**config.mk**
```make
export PLATFORM = sky130hd
export DESIGN_NAME = ame_sobel_line_feeder
export DESIGN_NICKNAME = d
export VERILOG_FILES = /design/src/rtl/ame_sobel_line_feeder.sv
export SDC_FILE = /design/constraint.sdc
export NUM_CORES = 1
export LEC_CHECK = 0
export BUFFER_PORTS_ARGS = -buffer_cell sky130_fd_sc_hd__buf_2
export CAP_MARGIN = 0
export CELL_PAD_IN_SITES_DETAIL_PLACEMENT = 1
export CELL_PAD_IN_SITES_GLOBAL_PLACEMENT = 1
export CORE_MARGIN = 4
export CORE_UTILIZATION = 25
export DETAILED_ROUTE_END_ITERATION = 6
export GPL_ROUTABILITY_DRIVEN = 0
export PLACE_DENSITY_LB_ADDON = 0.1
export SLEW_MARGIN = 25
export SYNTH_ARGS = -nofsm -noshare
export SYNTH_HDL_FRONTEND = slang
export SYNTH_SLANG_ARGS = --single-unit
```
**constraint.sdc**
```tcl
create_clock -name clk_i -period 5.15 [get_ports clk_i]
set_input_delay 0.2575 -clock clk_i [delete_from_list [all_inputs] [get_ports clk_i]]
set_output_delay 0.2575 -clock clk_i [all_outputs]
set_load 0.01 [all_outputs]
```
**src/rtl/ame_sobel_line_feeder.sv**
```systemverilog
// rtl/ame_sobel_line_feeder.sv - loads a 6x6 pixel block, feeds it line by line to the
// Sobel filter engine and holds the 4x4 gradient result for the downstream consumer.
module ame_sobel_line_feeder #(
  parameter int LINE_DATA_BITS = 7,
  parameter int COMP_DATA_BITS = 8,
  parameter int DONE_TIMEOUT   = 4
) (
  input  logic                        clk_i,
  input  logic                        rst_i,
  input  logic                        blk_valid_i,
  output logic                        blk_ready_o,
  input  logic                        blk_dir_i,
  input  logic [6*LINE_DATA_BITS-1:0] blk_row_i,
  output logic                        comp_init_o,
  output logic [6*LINE_DATA_BITS-1:0] line_data_o,
  input  logic                        comp_done_i,
  input  logic [16*COMP_DATA_BITS-1:0] comp_data_i,
  output logic                        res_valid_o,
  input  logic                        res_ready_i,
  output logic                        res_dir_o,
  output logic [16*COMP_DATA_BITS-1:0] res_data_o,
  output logic                        err_o
);

  localparam int WCW = (DONE_TIMEOUT > 1) ? $clog2(DONE_TIMEOUT) : 1;
  localparam logic [WCW-1:0] WAIT_LAST = WCW'(DONE_TIMEOUT - 1);

  typedef enum logic [2:0] {S_LOAD, S_INIT, S_FEED, S_WAIT, S_OUT} state_t;

  state_t                    state;
  logic [2:0]                row_cnt;
  logic [2:0]                line_cnt;
  logic [WCW-1:0]            wait_cnt;
  logic                      dir_q;
  logic [LINE_DATA_BITS-1:0] pix [6][6];

  logic [2:0]                sel;
  logic [6*LINE_DATA_BITS-1:0] next_line;

  // Line that becomes visible on the next cycle: line 0 out of INIT, line k+1 during FEED.
  always_comb begin
    sel       = (state == S_INIT) ? 3'd0 : line_cnt + 3'd1;
    next_line = '0;
    if (sel <= 3'd5) begin
      for (int i = 0; i < 6; i++) begin
        next_line[i*LINE_DATA_BITS +: LINE_DATA_BITS] = dir_q ? pix[sel][i] : pix[i][sel];
      end
    end
  end

  always_ff @(posedge clk_i) begin
    if (rst_i) begin
      state       <= S_LOAD;
      row_cnt     <= '0;
      line_cnt    <= '0;
      wait_cnt    <= '0;
      dir_q       <= 1'b0;
      blk_ready_o <= 1'b1;
      comp_init_o <= 1'b0;
      line_data_o <= '0;
      res_valid_o <= 1'b0;
      res_dir_o   <= 1'b0;
      res_data_o  <= '0;
      err_o       <= 1'b0;
      for (int r = 0; r < 6; r++) begin
        for (int c = 0; c < 6; c++) begin
          pix[r][c] <= '0;
        end
      end
    end else begin
      comp_init_o <= 1'b0;
      if (comp_done_i && state != S_WAIT) begin
        err_o <= 1'b1;
      end
      case (state)
        S_LOAD: begin
          if (blk_valid_i) begin
            for (int c = 0; c < 6; c++) begin
              pix[row_cnt][c] <= blk_row_i[c*LINE_DATA_BITS +: LINE_DATA_BITS];
            end
            if (row_cnt == 3'd0) begin
              dir_q <= blk_dir_i;
            end
            if (row_cnt == 3'd5) begin
              row_cnt     <= '0;
              blk_ready_o <= 1'b0;
              comp_init_o <= 1'b1;
              state       <= S_INIT;
            end else begin
              row_cnt <= row_cnt + 3'd1;
            end
          end
        end
        S_INIT: begin
          line_data_o <= next_line;
          line_cnt    <= '0;
          state       <= S_FEED;
        end
        S_FEED: begin
          if (line_cnt == 3'd5) begin
            line_data_o <= '0;
            wait_cnt    <= '0;
            state       <= S_WAIT;
          end else begin
            line_data_o <= next_line;
            line_cnt    <= line_cnt + 3'd1;
          end
        end
        S_WAIT: begin
          // A done arriving on the last allowed cycle still counts.
          if (comp_done_i) begin
            res_data_o  <= comp_data_i;
            res_dir_o   <= dir_q;
            res_valid_o <= 1'b1;
            state       <= S_OUT;
          end else if (wait_cnt == WAIT_LAST) begin
            err_o       <= 1'b1;
            blk_ready_o <= 1'b1;
            state       <= S_LOAD;
          end else begin
            wait_cnt <= wait_cnt + 1'b1;
          end
        end
        S_OUT: begin
          if (res_ready_i) begin
            res_valid_o <= 1'b0;
            blk_ready_o <= 1'b1;
            state       <= S_LOAD;
          end
        end
        default: begin
          blk_ready_o <= 1'b1;
          state       <= S_LOAD;
        end
      endcase
    end
  end

endmodule

```
Word level (Yosys, flattened, before mapping)
Memories as Yosys holds them, arrays and structs flattened.
Cells that the tools add are included.
{"block": "word_totals", "n_memories": 1, "register_bits": 187, "out_inout_bits": 175, "romBits": 0, "latch_bits": 0, "ramBits": 252}
{"block": "classes", "n_eq_ne": 18, "shifts": 0, "multipliers": 0, "addsub": 3, "n_bitwise": 4, "order_cmp": 2, "n_div": 0, "reduce_logical": 17, "n_mux": 65}
{"memory": "pix", "depth": 6, "word_bits": 42, "read_ports": 7, "rd_clocked_by_memory_dff": 0, "wr": 6, "line_no": "35", "source": "logic [LINE_DATA_BITS-1:0] pix [6][6];"}
{"operator": "$bmux W7 S3", "count": 6}
{"operator": "$mux W42", "count": 3}
{"operator": "$mux W7", "count": 18}
{"operator": "$pmux W42 S2", "count": 1}
{"operator": "$reduce_or A42 Y1", "count": 1}
{"operator": "$mux W3", "count": 10}
{"operator": "$mux W1", "count": 19}
{"operator": "$ne A2 B2 Y1 const B", "count": 9}
{"operator": "$pmux W3 S5", "count": 1}
{"operator": "$eq A3 B3 Y1 const B", "count": 3}
{"operator": "$add A3 B1 Y3 const B", "count": 2}
{"operator": "$eq A3 B2 Y1 const B", "count": 2}
{"operator": "$logic_not A3 Y1", "count": 2}
{"operator": "$mux W2", "count": 3}
{"operator": "$pmux W3 S2", "count": 1}
{"operator": "$reduce_and A2 Y1", "count": 3}
{"operator": "$reduce_and A3 Y1", "count": 2}
{"operator": "$reduce_and A6 Y1", "count": 1}
{"operator": "$reduce_bool A2 Y1", "count": 3}
{"operator": "$reduce_and A5 Y1", "count": 1}
{"operator": "$ge A4 B4 Y1 const B", "count": 1}
{"operator": "$not A3 Y4", "count": 1}
{"operator": "$pmux W1 S4", "count": 1}
{"operator": "$pmux W2 S2", "count": 1}
{"operator": "other kinds (12)", "count": 14}

Longest topological paths before layout
{"block": "logic_depth", "word_depth": 10, "depth_mapped": 10}

Least setup slack after synthesis
No wires, ideal clock.
{"block": "synth_path", "path_type": "flip-flop to flip-flop", "startpoint": "register state[1]", "endpoint": "memory pix[4][0] in the netlist's numbering (enable)", "arrival_ns": 4.106, "path_stages_with_launch": 6, "path_buffers": 2, "path_slack_ns": 0.544, "cell_sequence": "dfxtp_1 -> buf_2 -> buf_2 -> nor4_1 -> nand3b_1 -> o21ai_0"}
{"item": "start, declared", "line_no": "30", "source": "state_t state;"}
{"item": "start signal, assigned", "line_no": "53", "source": "state <= S_LOAD;"}
{"item": "start signal, assigned", "line_no": "88", "source": "state <= S_INIT;"}
{"item": "start signal, assigned", "line_no": "97", "source": "state <= S_FEED;"}
{"item": "end, declared", "line_no": "35"}

Final worst setup path
{"block": "layout_path", "startpoint": "register state[0]", "endpoint": "register line_data_o[37]"}
{"block": "layout_between", "elab_chain_cells": 10}
{"item": "$eq A3 B1 Y1", "line_no": "42, 75"}
{"item": "$mux W3", "line_no": "42", "source": "sel = (state == S_INIT) ? 3'd0 : line_cnt + 3'd1;"}
{"item": "$not A3 Y4 (not written as such)", "line_no": "46", "source": "next_line[i*LINE_DATA_BITS +: LINE_DATA_BITS] = dir_q ? pix[sel][i] : pix[i][sel];"}
{"item": "$bmux W7 S3", "line_no": "46"}
{"item": "$mux W7 (not written as such) (2 in series)", "line_no": "46"}
{"item": "$mux W7", "line_no": "46"}
{"item": "$mux W42", "line_no": "44", "source": "if (sel <= 3'd5) begin"}
{"item": "$mux W42", "line_no": "100", "source": "if (line_cnt == 3'd5) begin"}
{"item": "$pmux W42 S2", "line_no": "75", "source": "case (state)"}
{"item": "end signal, assigned", "line_no": "95", "source": "line_data_o <= next_line;"}
{"item": "end signal, assigned", "line_no": "105", "source": "line_data_o <= next_line;"}
{"item": "end, declared", "line_no": "15", "source": "output logic [6*LINE_DATA_BITS-1:0] line_data_o,"}
Several ways; a longest one is shown, not always the timed one. The select of a mux whose other input is x is not followed.
A chain may end at the register's enable or synchronous reset.

==> impl_metrics.tcl <==
set metrics [dict create \
    mappedNetlistNets 2058 \
    async_flop_share_pct 0 \
    dieWidth_um 291 \
    cts_setup_buffers 0 \
    hpwlAfterDp_um 57900 \
    cp_data_arrival_time_ns 3.87 \
    post-synth-top-area-fraction_pct 37.9 \
    initial_core_util_pct 25.3 \
    total_global_routing_track_utilization_pct 19.9 \
    outcome "complete, no violations" \
    detail_route.wl_per_cell_um 25.5 \
    critical_path.reg2reg.startpoint "state[0]" \
    crit_fanout 32 \
    timing.reg2reg.setup_slack_ns 1.73 \
    clock-sinks 439 \
    synthesis.yosys.warnings 0 \
    route.vias.total 16700 \
    synth_commonest_cells "nand2_1, and2_1, edfxtp_1, a21oi_1, dfxtp_1" \
    finalWorstPathRequiredPeriod_ns 3.42 \
    worst_hold_startpoint "blk_row_i[18]" \
    antenna_found_initial 5 \
    cts-root-buf "clkbuf_16" \
    drt_first_iter_violations 1001 \
    cp-endpoint "line_data_o[37]" \
    post_synth.cell_area_avg_um2 10.6 \
    timing.final.max_slew_violations 0 \
    clk_pin_slew_worst_paths_ns 0.06 \
    finalCritPeriodShare_pct 66.3 \
    timing.max_slew.rel_slack_pct 32.2 \
    post_cts_resize_count 0 \
    timing.max_cap.violations 0 \
    reg2reg_to "line_data_o[37]" \
    timing.final.setup_violations 0 \
    clock_skew_ns 0.0143 \
    grt_first_pass_wirelength_um 126000 \
    worstSetupStartpoint "state[0]" \
    dominantRegCellSynth "edfxtp_1" \
    worst_r2r_path_depth 6 \
    vias_per_cell 4.89 \
    unrepaired_setup_endpoints_after_global_routing "false" \
    setup.worst_path.class "reg2reg" \
    core.rowCount 103 \
    hold_ws_ns 0.0329 \
    firstDrtPassIters 7 \
    post_detailed_route_drc_marker_count 0 \
    seq_total_area_yosys_pct 56.7 \
    synth_most_common_cell "nand2_1" \
    required_ns 5.61 \
    clock.fmax_ghz 0.293 \
    clk_latency_ns 0.61 \
    synth-edff-count 252 \
    synthesis.instances 1879 \
    chipHeight_um 291 \
    detail_route.wirelength_um 86900 \
    cts_tree "yes" \
    numCtsBuffers 54 \
    post_cts_hold_buffer_count 134 \
    grt_max_degree 97 \
    worstSetupEndpointType "flip-flop" \
    ios 351 \
    max-clock-path-buffers 3 \
    synth.cell_area_mm2 0.0200 \
    synth.top_cells.by_area "edfxtp_1, dfxtp_1, and2_1, nand2_1, a21oi_1" \
    timing.critical_path.from_type "flip-flop" \
    total_of_flip_flops_plus_latches_after_synthesis 439 \
    final_nets 2492 \
    first_global_vias 17700 \
    globalRouteOverflowTotal 0 \
    power-per-cell-area_mw_per_mm2 362 \
    post_synth_num_cell_types 71 \
    worstHoldPathType "in2reg" \
    proportion_of_layout_cells_with_a_drive_suffix_above_1_pct 24.7 \
    synthDominantAreaCellType "edfxtp_1" \
    fin_setup_tns_ns 0 \
    leakage_nw 9.96 \
    port_buffers 350 \
    timing_worst_slew_pin_value_ns 1.02 \
    fp.coreArea_mm2 0.0790 \
    hold_viol 0 \
    flow.area_growth_from_synthesis_pct 30.4 \
    vdd_drop_max_v 0.000257 \
    ant_nets 0 \
    floorplan.die_area_mm2 0.0844 \
    cts-htree-levels 2 \
]
[cell type report]
cell class              count  area (um^2)
fillers                  8850        53000
flip-flops and latches    439        11300
multi-input cells        1279         8030
repair buffers            526         3470
clock buffers              76         1620
well taps                1050         1310
clock inverters            26          204
inverters                  13         48.8
diodes                      4         10.0
[per-stage QoR]
step                      area [um^2]  setup slack (ns)  utilization (%)  instances  total power, mW
after global placement          22800              1.78             28.9       3172             5.46
after detailed placement        22800              1.76             28.9       3173             5.47
after global routing            26000              1.55             32.9       3411             9.78
final                           26000              1.73             32.9       3413             9.41
after CTS                       26000              1.72             32.9       3409             9.54
after floorplan                 20000             0.544                -       1879             4.83
[where the power goes]
part	leakage [nW]	switching (mW)	internal, mW	total, mW
combinational	4.92	0.893	0.535	1.43
sequential	4.14	0.150	3.90	4.05
clock	0.912	1.59	2.34	3.93
total	9.96	2.63	6.78	9.41
[layer usage]
metal	vias to the layer above	part of all wire (%)	GRT usage, %
met4	2	3.1	6.34
li1	7621	-	-
met1	8444	43	25.1
met5	-	0.015	0
met3	133	5.0	3.60
met2	502	49	34.6
[placed cells by master (no fill, tap or decap), types with 27 or more instances in the layout]
cell           count
buf_2            349
nand2_1          323
buf_4             39
mux2i_1           55
dfxtp_1          185
clkbuf_16         59
mux4_2            27
dlygate4sd3_1    134
nor2_1            40
o21ai_0           61
a21oi_1          207
edfxtp_1         252
mux2_2            38
nand3_1           31
and2_1           252
a211oi_1          29
[kinds of logic after synthesis]
group	synth area share [%]
mux	7.95
buf+inv	3.61
simple gates	17.7
flops	56.7
compound gates	13.7
xor+xnor	0.213
fa+ha+maj	0.188
[how the worst min path moves through the flow]
stage / endpoint / slack (ns) / cells past startpoint
2_1_floorplan: res_data_o[0] / 0.39 / 2
3_3_place_gp: err_o / 0.44 / 2
3_5_place_dp: res_data_o[50] / 0.45 / 2
4_1_cts: pix[3][3] / 0.004 / 2
5_1_grt: pix[3][25] / 0.03 / 2
6_report: pix[3][25] / 0.03 / 2
[sequential cells by signal (all words and copies together) (netlist names)]
name,flops
blk_ready_o,1
dir_q,1
res_data_o,128
res_dir_o,1
row_cnt,3
res_valid_o,1
state,3
line_cnt,3
pix,252
comp_init_o,1
line_data_o,42
wait_cnt,2
err_o,1
[worst max-delay path: stages, from the launching register on]
cell      delay, ns
dfxtp_1        0.71
or3b_2         0.79
nand2_2        0.65
buf_12         0.31
mux2_2         0.36
a221oi_1       0.29
o21ai_1        0.10
Note: power is estimated with default switching activity, not from simulation.
